<file path="src/rtl/comma_aligner.sv">
// comma_aligner: recovers 10-bit symbol boundaries from a serial stream using
// K28.5 commas in either running disparity (bit 9 is received first).
// Alignment is hunted in SEARCH, proven in CONFIRM and held in LOCKED.
// Optional build macro: ALIGN_LOSS_DETECT_EN -- when defined, a comma seen off
// the locked symbol grid drops lock and re-anchors on it; when undefined,
// lock is sticky until rst.
module comma_aligner (
  input  logic       clk,
  input  logic       rst,
  input  logic       enb,
  input  logic       serialIn,
  output logic [9:0] dataOut,
  output logic       valid,
  output logic       commaDet,
  output logic       locked
);

  localparam int unsigned SYM_W = 10;
  localparam int unsigned CNT_W = 4;
  localparam int unsigned WIN_W = 4;

  localparam logic [SYM_W-1:0] COMMA_NEG = 10'b0011111010;
  localparam logic [SYM_W-1:0] COMMA_POS = 10'b1100000101;
  localparam logic [CNT_W-1:0] LAST_BIT  = CNT_W'(SYM_W - 1);
  localparam logic [WIN_W-1:0] WIN_MAX   = {WIN_W{1'b1}};

  typedef enum logic [1:0] {
    SEARCH  = 2'd0,
    CONFIRM = 2'd1,
    LOCKED  = 2'd2
  } state_t;

  state_t           state;
  logic [SYM_W-1:0] sr;
  logic [CNT_W-1:0] bit_cnt;
  logic [WIN_W-1:0] window;

  logic is_comma;
  logic aligned;
  logic capture;

  // Comma match on the fully shifted-in symbol and symbol-grid position
  assign is_comma = (sr == COMMA_NEG) || (sr == COMMA_POS);
  assign aligned  = (bit_cnt == LAST_BIT);

  // Decide whether this enabled edge latches sr into dataOut
  always_comb begin
    capture = 1'b0;
    case (state)
      SEARCH:  capture = is_comma;
      CONFIRM: capture = aligned || is_comma;
`ifdef ALIGN_LOSS_DETECT_EN
      LOCKED:  capture = aligned || is_comma;
`else
      LOCKED:  capture = aligned;
`endif
      default: capture = 1'b0;
    endcase
  end

  // Shift register, bit counter, alignment state machine and registered outputs
  always_ff @(posedge clk) begin
    if (rst) begin
      sr       <= '0;
      bit_cnt  <= '0;
      window   <= '0;
      state    <= SEARCH;
      dataOut  <= '0;
      valid    <= 1'b0;
      commaDet <= 1'b0;
      locked   <= 1'b0;
    end else begin
      valid    <= 1'b0;
      commaDet <= 1'b0;
      if (enb) begin
        sr <= {sr[SYM_W-2:0], serialIn};

        // Counter wraps on its own in SEARCH; every capture restarts the symbol
        if (capture || aligned) begin
          bit_cnt <= '0;
        end else begin
          bit_cnt <= CNT_W'(bit_cnt + 4'd1);
        end

        if (capture) begin
          dataOut  <= sr;
          valid    <= 1'b1;
          commaDet <= is_comma;
        end

        case (state)
          SEARCH: begin
            if (is_comma) begin
              state  <= CONFIRM;
              window <= '0;
            end
          end

          CONFIRM: begin
            if (aligned) begin
              if (is_comma) begin
                state  <= LOCKED;
                locked <= 1'b1;
              end else if (window == WIN_MAX) begin
                state  <= SEARCH;
                window <= '0;
              end else begin
                window <= WIN_W'(window + 4'd1);
              end
            end else if (is_comma) begin
              // A comma off the current grid becomes the new anchor
              window <= '0;
            end
          end

          LOCKED: begin
`ifdef ALIGN_LOSS_DETECT_EN
            if (!aligned && is_comma) begin
              state  <= CONFIRM;
              window <= '0;
              locked <= 1'b0;
            end
`endif
          end

          default: begin
            state  <= SEARCH;
            window <= '0;
            locked <= 1'b0;
          end
        endcase
      end
    end
  end

endmodule

</file>
<file path="config.mk">
export PLATFORM = sky130hd
export DESIGN_NAME = comma_aligner
export DESIGN_NICKNAME = d
export VERILOG_FILES = /design/src/rtl/comma_aligner.sv
export SDC_FILE = /design/constraint.sdc
export NUM_CORES = 1
export LEC_CHECK = 0
export BUFFER_PORTS_ARGS = -buffer_cell sky130_fd_sc_hd__buf_2
export CAP_MARGIN = 20
export CORE_UTILIZATION = 56
export DETAILED_ROUTE_END_ITERATION = 8
export GPL_TIMING_DRIVEN = 0
export PLACE_DENSITY = 0.83
export SYNTH_ARGS = -nofsm -noshare
export SYNTH_HDL_FRONTEND = slang
export SYNTH_SLANG_ARGS = --single-unit
</file>
<file path="constraint.sdc">
create_clock -name clk -period 2.8 [get_ports clk]
set_input_delay 0.56 -clock clk [delete_from_list [all_inputs] [get_ports clk]]
set_output_delay 0.56 -clock clk [all_outputs]
set_load 0.01 [all_outputs]
</file>
* After elaboration in Yosys (flattened, before gate mapping) *
Index checks and enable logic that the tools add are counted.

cells by class
  shift-type cells = 0
  reductions and logical operators = 11
  div/mod/pow operators = 0
  magnitude comparators = 0
  muxes and demuxes = 16
  equality and inequality tests = 11
  multipliers = 0
  add/sub/neg operators = 2
  bitwise gates (word level) = 4

operators by type and width
  cell                  count
  $mux 4                5
  $pmux 4 s3            1
  $eq 10x10->1 const B  1
  $eq 10x8->1 const B   1
  $add 4x1->4 const B   2
  $eq 4x4->1 const B    2
  $mux 2                4
  $ne 2x2->1 const B    3
  $ne 3x3->1 const B    2
  $pmux 2 s3            1
  $reduce_and 5->1      1
  $not 1->1             4
  $reduce_and 4->1      1
  $reduce_or 2->1       2
  $logic_or 1x1->1      3
  $mux 1                3
  $pmux 1 s3            1
  $reduce_and 3->1      1
  $reduce_or 3->1       1
  $eq 2x1->1 const B    1
  $eq 2x2->1 const B    1
  $logic_not 2->1       1
  $pmux 1 s2            1
  $reduce_and 2->1      1

storage, ports and cells
  register bits after elaboration = 33
  bits in latches = 0
  bits in read-only memories = 0
  output and inout port bits = 13
  memories = 0
  memory bits (writable) = 0
  input port bits = 4

* Longest topological paths before layout *
  depth in word-level cells = 6
  depth in mapped cells = 8

* Worst setup path before layout *
No wires, ideal clock.

  kind = register to register
  start = reg sr[3]
  end = reg state[1]
  setup time = 70 ps
  path buffers = 0
  cell stages (with the launch flop) = 6
  data arrival time = 1892 ps
  path slack = 838 ps
  clock period less this slack = 1962 ps
  path through = dfxtp_1 or4b_4 nor4_4 nor2_2 or4_1 a21oi_1

between the ends
  cells in the longest elaborated chain, start to end = 5

ends and longest elaborated chain
  what                                                RTL line  text
  start, declared                                     34        logic [SYM_W-1:0] sr;
  start signal, assigned                              76        sr <= {sr[SYM_W-2:0], serialIn};
  $eq 10x8->1 / $eq 10x10->1 (equally long branches)  43        assign is_comma = (sr == COMMA_NEG) || (sr == COMMA_POS);
  $logic_or 1x1->1 *                                  43
  $mux 2                                              101       if (is_comma) begin
  $mux 2                                              100       if (aligned) begin
  $pmux 2 s3                                          91        case (state)
  end signal, assigned                                94        state <= CONFIRM;
  end signal, assigned                                102       state <= LOCKED;
  end signal, assigned                                105       state <= SEARCH;
  end, declared                                       33        state_t state;

Mark *: on every way between the ends. The rest lies on a longest branch, timed or not. The select of a mux whose other input is x is not followed.
A chain may end at the register's enable or synchronous reset.

* Worst setup path in the final report *
  start = reg sr[2]
  end = reg state[1]

Same word-level chain as after synthesis.

==> results.yml <==
finish:
  antenna_cells: 0
  multi_input_area_sq_um: 786
  layout-drive-gt1-share: 0.145
  finalNonFillerCells: 223
  n_fill_cell: 213
  ff_latch_area_sq_um: 661
  num-nets-final: 200
  area_delta_synth_final_pct: 11.1
synth:
  synth_cell_types: 38
  postSynthAreaPerCell_sq_um: 8.82
  netlist_instances: 171
  ys.flop_type: "dfxtp_1"
  synthArstFlopShare: 0
  seq_area_frac_synth: 0.438
  synth_edf_count: 0
  synthesis.area_sq_mm: 0.00151
  synth_seq_cells: 33
  ys_warn_count: 0
  syn-num-nets: 178
timing:
  finalMaxSlewViolations: 0
  fin_crit_ns: 2.13
  setup_viol: 0
  fin_crit_sh: 0.762
  setup_tns_ns: 0
  skew_ns: 0.00891
  fmax_mhz: 469
  tightest_slew_ns: 0.647
  hold_viol_final: 0
  max_slew_margin: 0.569
  rsz0062_at_grt: "false"
die:
  die_area_sq_mm: 0.00290
  die_w_microns: 53.9
  rows: 18
  ioPinCount: 17
  coreArea_sq_mm: 0.00250
  floorplan.initialDensity: 0.603
  die_y_microns: 53.9
clocking:
  cts_made_buffers: 5
  cts_setup_buffers: 0
  postCtsHoldBufs: 0
  cts_htree_levels: 2
  cts_resized: 0
  cts_buffer_depth: 2
  clkLatencyLatePin_ns: 0.34
  cts_sinks: 33
  cts_tree: "done"
  cts_root_buf: "clkbuf_4"
  clk_pin_slew_worst_paths_ns: 0.10
pwr:
  combPwrFrac: 0.044
  internal_power_uw: 605
  ir_drop_v: 0.000353
  switchingPower_uw: 183
  pwr-share-seq: 0.606
  p_sw_frac: 0.232
  clkPwrFrac: 0.350
  power_density_mw_per_mm2: 470
  p_leak_uw: 0.000638
critical_path:
  cp.required_ns: 3.07
  reg2regPathDepth: 5
  critPathLaunch: "sr[2]$_SDFFE_PP0P_"
  r2r-start: "sr[2]$_SDFFE_PP0P_"
  path_class: "flop to flop"
  start_kind: "flop"
  crit_path_max_fanout: 7
  cp-end-kind: "flop"
  arrival_ns: 2.41
global_routing:
  grt_pass1_vias: 1279
  antenna_found_initial: 0
  grt_start_max_net_pins: 11
  grt_pass1_wl_microns: 5330
  gr-total-overflow: 0
  track_usage: 0.262
detailed_routing:
  dr_total_vias: 1344
  wl_microns: 3270
  wire_per_inst_microns: 14.7
  drt-vias-per-instance: 6.03
  drt_iter0_drc: 31
  drc: 0
  ant_nets: 0
  first_pass_iters: 4
placement:
  dp.cells: 216
  place.detailed.hpwl_microns: 2320
  gp_congestion: 0.835
  port_buffers: 15
min_path:
  holdPathStages: 2
  hold_class: "flop to flop"
  min_from: "dataOut[1]$_SDFFE_PP0P_"
flow_run:
  cap_violations: 0
run_status:
  status: "complete, no violations"
-- routing by layer --
layer  vias to the layer above  part of all wire  routed length (microns)  global-route usage
li1                        670                 -                        -                   -
met1                       638              0.43                     1420               0.279
met2                        26              0.51                     1670               0.453
met3                        10             0.038                      125              0.0932
met4                         0             0.017                       56               0.127
met5                         -                 0                        0                   0
-- worst paths after layout --
| path | slack [ns] | endpoint |
|---|---|---|
| worst max-delay path | 0.67 | state[1]$_SDFFE_PP0P_ |
| worst min-delay path | 0.47 | dataOut[1]$_SDFFE_PP0P_ |
| worst max register to register | 0.67 | state[1]$_SDFFE_PP0P_ |
| worst min register to register | 0.47 | dataOut[1]$_SDFFE_PP0P_ |
-- critical path, cell delays in order (launching register included) --
cell and delay [ns]:
dfxtp_1 0.41, or4b_4 0.49, nor4_4 0.33, nor2_2 0.16
or4_1 0.51, a21oi_1 0.16
-- sequential cells by signal, summed over array words and instances, names as in the netlist --
name,flops
state,2
valid,1
bit_cnt,4
commaDet,1
sr,10
locked,1
dataOut,10
window,4
-- cell usage in the layout, fill, tap and decap left out, types with 4 or more instances in the layout --
| cell type | instances |
|---|---|
| nand3_1 | 12 |
| dfxtp_1 | 33 |
| nor2_1 | 13 |
| nand2b_1 | 4 |
| clkbuf_1 | 8 |
| inv_1 | 6 |
| o211ai_1 | 4 |
| o21ai_0 | 12 |
| clkbuf_4 | 5 |
| nand2_1 | 9 |
| nand4b_1 | 4 |
| mux2i_1 | 11 |
| a21oi_1 | 19 |
| buf_2 | 16 |
-- per-stage QoR --
| stage | area, sq um | hold WS, ns | utilization | total power [uW] | setup slack [ns] |
|---|---|---|---|---|---|
| finish | 1680 | 0.469 | 0.670 | 788 | 0.666 |
| CTS | 1680 | 0.468 | 0.670 | 793 | 0.649 |
| floorplan | 1510 | 0.471 | - | 513 | 0.838 |
| detailed placement | 1620 | 0.451 | 0.648 | 523 | 0.664 |
| global placement | 1620 | 0.446 | 0.648 | 521 | 0.738 |
| global route | 1680 | 0.478 | 0.670 | 814 | 0.585 |
-- layout make-up --
type                    count  share of cell area
clock buffers               7              0.0329
flip-flops and latches     33               0.394
well taps                  30              0.0224
multi-input cells         122               0.469
inverters                   6              0.0134
plain buffers              10              0.0232
repair buffers             15              0.0448
-- synthesized netlist by cell type, types with 2 or more instances --
library cell  instances  area share
nand2_1               9       0.022
dfxtp_1              33        0.44
o32ai_1               2       0.012
o21ai_0              12       0.040
buf_1                 2      0.0050
nand3_1              12       0.040
o211ai_1              4       0.020
mux2i_1              11       0.073
clkbuf_1              7       0.017
nor4b_1               2       0.012
nor3_1                3       0.010
ha_1                  3       0.025
nand4_1               3       0.012
nand4b_1              4       0.023
nor4_1                2      0.0083
and3_1                2      0.0083
a21oi_1              19       0.063
nand2b_1              4       0.017
inv_1                 6       0.015
nor2_1               13       0.032
-- logic make-up after synthesis --
family | after synthesis | synth area share
adders and majority gates | 3 | 0.0249
and+or+nand+nor | 62 | 0.241
DFF | 33 | 0.438
AOI/OAI and AO/OA | 45 | 0.175
buffers and inverters | 16 | 0.0407
muxes | 12 | 0.0805
-- power by group through the flow --
stage	logic, uW	registers (uW)	clock network, uW
floorplan	25.6	487	0
global placement	33.0	488	0
detailed placement	34.1	489	0
CTS	34.2	478	281
global route	37.3	479	298
finish	34.6	478	275
Power figures use the tool's default switching activity.
